File: src/rtl/register_file_mp.sv
// register_file_mp: multi-port register file, reg 0 hardwired to zero, with per-register busy scoreboard.
// Define RF_BYPASS_EN to forward a same-edge write to reads of that register.
module register_file_mp #(
    parameter int DATA_W   = 32,
    parameter int ADDR_W   = 5,
    parameter int NUM_READ = 2
) (
    input  logic                       clk,
    input  logic                       rst_n,
    input  logic                       writeEnable,
    input  logic [ADDR_W-1:0]          writeReg,
    input  logic [DATA_W-1:0]          writeData,
    input  logic                       reserveEnable,
    input  logic [ADDR_W-1:0]          reserveReg,
    input  logic [NUM_READ*ADDR_W-1:0] readReg,
    output logic [NUM_READ*DATA_W-1:0] readData,
    output logic [NUM_READ-1:0]        readBusy
);
    localparam int NUM_REGS = 2 ** ADDR_W;

    logic [DATA_W-1:0]          rf_view [NUM_REGS];
    logic [NUM_REGS-1:0]        busy_next;
    logic [NUM_READ*DATA_W-1:0] rd_next;
    logic [NUM_READ-1:0]        rb_next;

    assign rf_view[0]   = '0;
    assign busy_next[0] = 1'b0;

    for (genvar r = 1; r < NUM_REGS; r++) begin : g_reg
        logic [DATA_W-1:0] q;
        logic              b;
        logic              hit_w;
        logic              hit_r;
        assign hit_w        = writeEnable && writeReg == ADDR_W'(r);
        assign hit_r        = reserveEnable && reserveReg == ADDR_W'(r);
        // a reserve wins over a same-edge write: the new producer keeps it busy
        assign busy_next[r] = hit_r | (b & ~hit_w);
        assign rf_view[r]   = q;
        always_ff @(posedge clk or negedge rst_n) begin
            if (!rst_n) begin
                q <= '0;
                b <= 1'b0;
            end else begin
                if (hit_w) q <= writeData;
                b <= busy_next[r];
            end
        end
    end

    always_comb begin
        rd_next = '0;
        rb_next = '0;
        for (int p = 0; p < NUM_READ; p++) begin
            rd_next[p*DATA_W +: DATA_W] = rf_view[readReg[p*ADDR_W +: ADDR_W]];
            rb_next[p]                  = busy_next[readReg[p*ADDR_W +: ADDR_W]];
`ifdef RF_BYPASS_EN
            if (writeEnable && writeReg != '0 && writeReg == readReg[p*ADDR_W +: ADDR_W])
                rd_next[p*DATA_W +: DATA_W] = writeData;
`endif
        end
    end

    always_ff @(posedge clk or negedge rst_n) begin
        if (!rst_n) begin
            readData <= '0;
            readBusy <= '0;
        end else begin
            readData <= rd_next;
            readBusy <= rb_next;
        end
    end
endmodule

File: config.mk
export PLATFORM = sky130hd
export DESIGN_NAME = register_file_mp
export DESIGN_NICKNAME = d
export VERILOG_FILES = /design/src/rtl/register_file_mp.sv
export SDC_FILE = /design/constraint.sdc
export NUM_CORES = 2
export LEC_CHECK = 0
export CORE_MARGIN = 2
export CORE_UTILIZATION = 63
export CTS_CLUSTER_DIAMETER = 60
export DETAILED_ROUTE_END_ITERATION = 6
export PLACE_DENSITY = 0.86
export SYNTH_ARGS = -nofsm -noshare
export SYNTH_HDL_FRONTEND = slang
export SYNTH_SLANG_ARGS = --single-unit
File: constraint.sdc
create_clock -name clk -period 2.5 [get_ports clk]
set_clock_uncertainty 0.15 [all_clocks]
set_input_delay 0.5 -clock clk [delete_from_list [all_inputs] [get_ports clk]]
set_output_delay 0.5 -clock clk [all_outputs]
set_load 0.05 [all_outputs]
-- After elaboration in Yosys (flattened, before gate mapping)
Cells that the tools add are included.
- register bits after elaboration: 1089
- output and inout bits: 66
- word-level logic and storage cells: 297
- order comparisons: 4
- eq/ne operators: 62
- multiplexer cells: 10
- bitwise operators: 95
- reductions and logical operators: 62
- operator list (operator ; count):
    $bmux W32 S5 ; 2
    $eq A5 B5 Y1 const B ; 32
    $mux W32 ; 4
    $eq A5 B4 Y1 const B ; 16
    $logic_and A1 B1 Y1 ; 62
    $eq A5 B3 Y1 const B ; 8
    $and A1 B1 Y1 ; 31
    $not A1 Y1 ; 31
    $or A1 B1 Y1 ; 31
    $eq A5 B2 Y1 const B ; 4
    $ge A6 B6 Y1 const B ; 2
    $lt A5 B6 Y1 const B ; 2
    $not A5 Y6 ; 2
    $bmux W1 S5 ; 2
    $eq A5 B1 Y1 const B ; 2
    $mux W1 ; 2

-- Longest topological paths before layout
- depth after elaboration: 7
- gate-level depth with buffers: 9
- gate-level depth less buffers: 6

-- Least setup slack after synthesis
No wires, ideal clock.
- kind: input-to-reg
- start: input port readReg[1]
- end: register readData[0]
- setup time: 0.125 ns
- data arrival time: 2.325 ns
- slack: -0.100 ns
- stages on the path: 6
- path buffers: 3
- cells stage by stage: clkbuf_1 clkbuf_1 clkbuf_1 mux4_2 mux4_2 mux2_2
- cells in the longest elaborated chain, start to end: 4
- ends and longest elaborated chain (what ; line ; source):
    start, declared ; 15 ; input logic [NUM_READ*ADDR_W-1:0] readReg,
    $not A5 Y6 (not written as such) ; 54 ; rd_next[p*DATA_W +: DATA_W] = rf_view[readReg[p*ADDR_W +: ADDR_W]];
    $bmux W32 S5 ; 54 ;
    $mux W32 (not written as such) (2 in series) ; 54 ;
    named net rd_next[0] ; 23 ; logic [NUM_READ*DATA_W-1:0] rd_next;
    end signal, assigned ; 68 ; readData <= rd_next;
    end, declared ; 16 ; output logic [NUM_READ*DATA_W-1:0] readData,
The timed path passes the listed nets, and every way through them passes these cells. The select of a mux whose other input is x is not followed.
A chain may end at the register's enable or synchronous reset.

-- Worst setup path in the final report
- start: register readData[32]
- end: output port readData[32]
No word-level cell between the ends.

==> results.json <==
{
  "die-area_um2": 91800,
  "final_cells": 5010,
  "synth_nets": 3583,
  "cts_sinks": 1089,
  "grt_antenna_before_repair": 2,
  "max-cap-violations": 0,
  "ys_warn_count": 0,
  "clock_latency_ns": 0.72,
  "finalHoldViolations": 0,
  "layout.nets": 3804,
  "crit_buf_inv": 1,
  "r2r_slack_ns": 0.45,
  "drive_above_1_share_pct": 57.9,
  "path_cells": "clkdlybuf4s50_1",
  "layout_commonest_cell": "dfrtp_1",
  "wl_met1_mm": 59.0,
  "vias": 36300,
  "slew_headroom_pct": 31.6,
  "route.met3.wl_mm": 18.2,
  "ys_ff_latch": 1089,
  "period_share_pct": 98.0,
  "ys_types": 46,
  "hold_class": "primary input to asynchronous set/reset pin",
  "numCtsBuffers": 114,
  "ant_nets": 0,
  "total_power_uw": 54000,
  "antenna_cells": 0,
  "syn_avg_cell_area_um2": 16.0,
  "wl_met2_mm": 78.9,
  "routed_wl_mm": 168,
  "clkTransAtPathRegs_ns": 0.06,
  "rsz0062_at_grt": "false",
  "status": "finished, violations left",
  "via_per_inst": 7.25,
  "crit_slowest_cell": "clkdlybuf4s50_1",
  "reg2reg_to": "readData[49]",
  "place_congestion": 0.886,
  "grt_pass1_vias": 39600,
  "wl_per_cell_um": 33.5,
  "drtIter0Drc": 3872,
  "endpoint_kind": "primary output",
  "dp_hpwl_mm": 103,
  "async_reset_ff_share_pct": 100,
  "max_stage_delay_ns": 0.79,
  "peakVddDrop_mv": 0.721,
  "finalWorstSetupSlack_ns": 0.0511,
  "synth_ff_type": "dfrtp_1",
  "reg2regPathDepth": 3,
  "leakage_uw": 0.0287,
  "fillers": 4877,
  "synth-seq-area-share_pct": 48.4,
  "netlist.area_leader.share_pct": 48.4,
  "core-area_um2": 88500,
  "arrival_ns": 1.80,
  "clockBufferDepth": 3,
  "stdcell_area_um2": 65800,
  "grt_util_all_layers_pct": 37.9,
  "grt_overflow": 0,
  "row_count": 109,
  "start_util_pct": 63.6,
  "tightest_slew_ns": 1.02,
  "areaGrowthSynthToFinish_pct": 16.8,
  "grt_pass1_wl_mm": 254,
  "drc": 13,
  "path_max_fanout": 1,
  "die_w_um": 303,
  "fp.dieH_um": 303,
  "rr_startpoint": "g_reg[11].q[17]",
  "dp.cells": 4796,
  "final_cell_mix": "1089 x dfrtp_1, 1043 x mux2_2, 578 x mux4_2, 229 x buf_4, 132 x buf_12",
  "min_period_ns": 2.45,
  "design.portCount": 122,
  "crit_type": "flop to primary output",
  "finalMaxSlewViolations": 0,
  "violations": "design-rule violations",
  "setup_violations": 0,
  "timing.fmax_mhz": 408,
  "cp_top_family": "buffers and inverters",
  "syn_area_um2": 56300,
  "top_layer": "met5",
  "pre_cts_ws_ns": -0.498,
  "synth_edf_count": 0,
  "io_buffers": 121,
  "placed_area_um2": 61900,
  "cts_root_buf": "clkbuf_16",
  "worstPathRequired_ns": 1.85,
  "cts_tree": "built",
  "grt_start_max_net_pins": 126,
  "ctsHtreeMaxLevel": 3,
  "firstDrtPassIters": 7,
  "postSynthCellCount": 3527,
  "synth_top_area_cell": "dfrtp_1",
  "yosys-top-cells-area": "dfrtp_1 48%, mux4_2 23%, mux2_2 21%",
  "critPathLaunchType": "flop",
  "p_per_area_nw_per_um2": 820
}
## cells by family (layout without fill, tap and decap cells)
group | count (synthesis) | count (layout) | synth area share, %
AOI/OAI and AO/OA | 155 | 155 | 1.68
muxes | 1697 | 1697 | 45.4
buffers and inverters | 386 | 704 | 2.93
and+or+nand+nor | 200 | 200 | 1.64
DFF | 1089 | 1089 | 48.4
## timing repair
| item | in CTS | in global routing |
|---|---|---|
| endpoints found under the hold margin | 132 | 0 |
| hold buffers | 1 | 0 |
| gates resized for setup | 65 | 0 |
| setup buffers | 0 | 0 |
| endpoints found under the setup margin | 65 | 0 |
## synth_stat cells, types with 3 or more instances
cell type,instances
a22o_1,5
buf_2,58
a32oi_1,5
a21boi_0,4
buf_4,26
inv_1,10
a21oi_1,9
nand4b_1,3
o211ai_1,7
nand2_1,120
dfrtp_1,1089
a221oi_1,5
clkbuf_1,244
nor2b_1,7
nand3_1,13
a31oi_1,3
and4b_1,3
a211oi_1,11
or2_2,8
mux2_2,1043
o21ai_0,91
nor2_1,27
mux2_1,12
a311oi_1,3
mux2i_1,64
buf_6,4
mux4_2,578
buf_1,44
## metrics by stage
stage | TNS [ns] | utilization, % | hold slack [ns]
final | 0 | 74.3 | 0.178
after global routing | 0 | 74.3 | 0.182
after CTS | 0 | 74.3 | 0.168
after detailed placement | -287.07 | 69.9 | 0.308
after global placement | -272.14 | 69.9 | 0.308
after floorplan | -0.528 | - | 0.0544
## state kept, by name (all words and copies together), names as in the netlist
name,flops
readBusy,2
g.b,31
readData,64
g.q,992
## per-layer routing
layer | vias to the layer above | GRT usage, %
li1 | 14100 | -
met1 | 19200 | 48.5
met2 | 2322 | 59.1
met3 | 718 | 10.1
met4 | 2 | 22.6
met5 | - | 0
## worst max path at each step
| stage | end | startpoint | slack, ns | depth (start not counted) |
|---|---|---|---|---|
| after CTS | readData[32] | readData[32] | 0.02 | 1 |
| after global placement | readBusy[1] | writeReg[2] | -0.55 | 8 |
| after global routing | readData[32] | readData[32] | 0.01 | 1 |
| final | readData[32] | readData[32] | 0.05 | 1 |
| after detailed placement | readBusy[1] | writeEnable | -0.50 | 8 |
| after floorplan | readData[10] | readReg[0] | -0.05 | 6 |
## where the power goes
part | total [uW] | internal (uW) | switching (uW)
Sequential | 23800 | 21200 | 2590
Combinational | 12300 | 7020 | 5280
Clock | 17900 | 10500 | 7400
Total | 54000 | 38700 | 15300
## area by class of cell
| class | count | area [um^2] | area share [%] |
|---|---|---|---|
| flip-flops and latches | 1089 | 27300 | 41.4 |
| multi-input cells | 2052 | 27600 | 41.9 |
| clock inverters | 50 | 593 | 0.901 |
| clock buffers | 163 | 3390 | 5.15 |
| repair buffers | 481 | 5500 | 8.35 |
| well taps | 1165 | 1460 | 2.22 |
| inverters | 10 | 42.5 | 0.0647 |
Power figures use the tool's default switching activity.
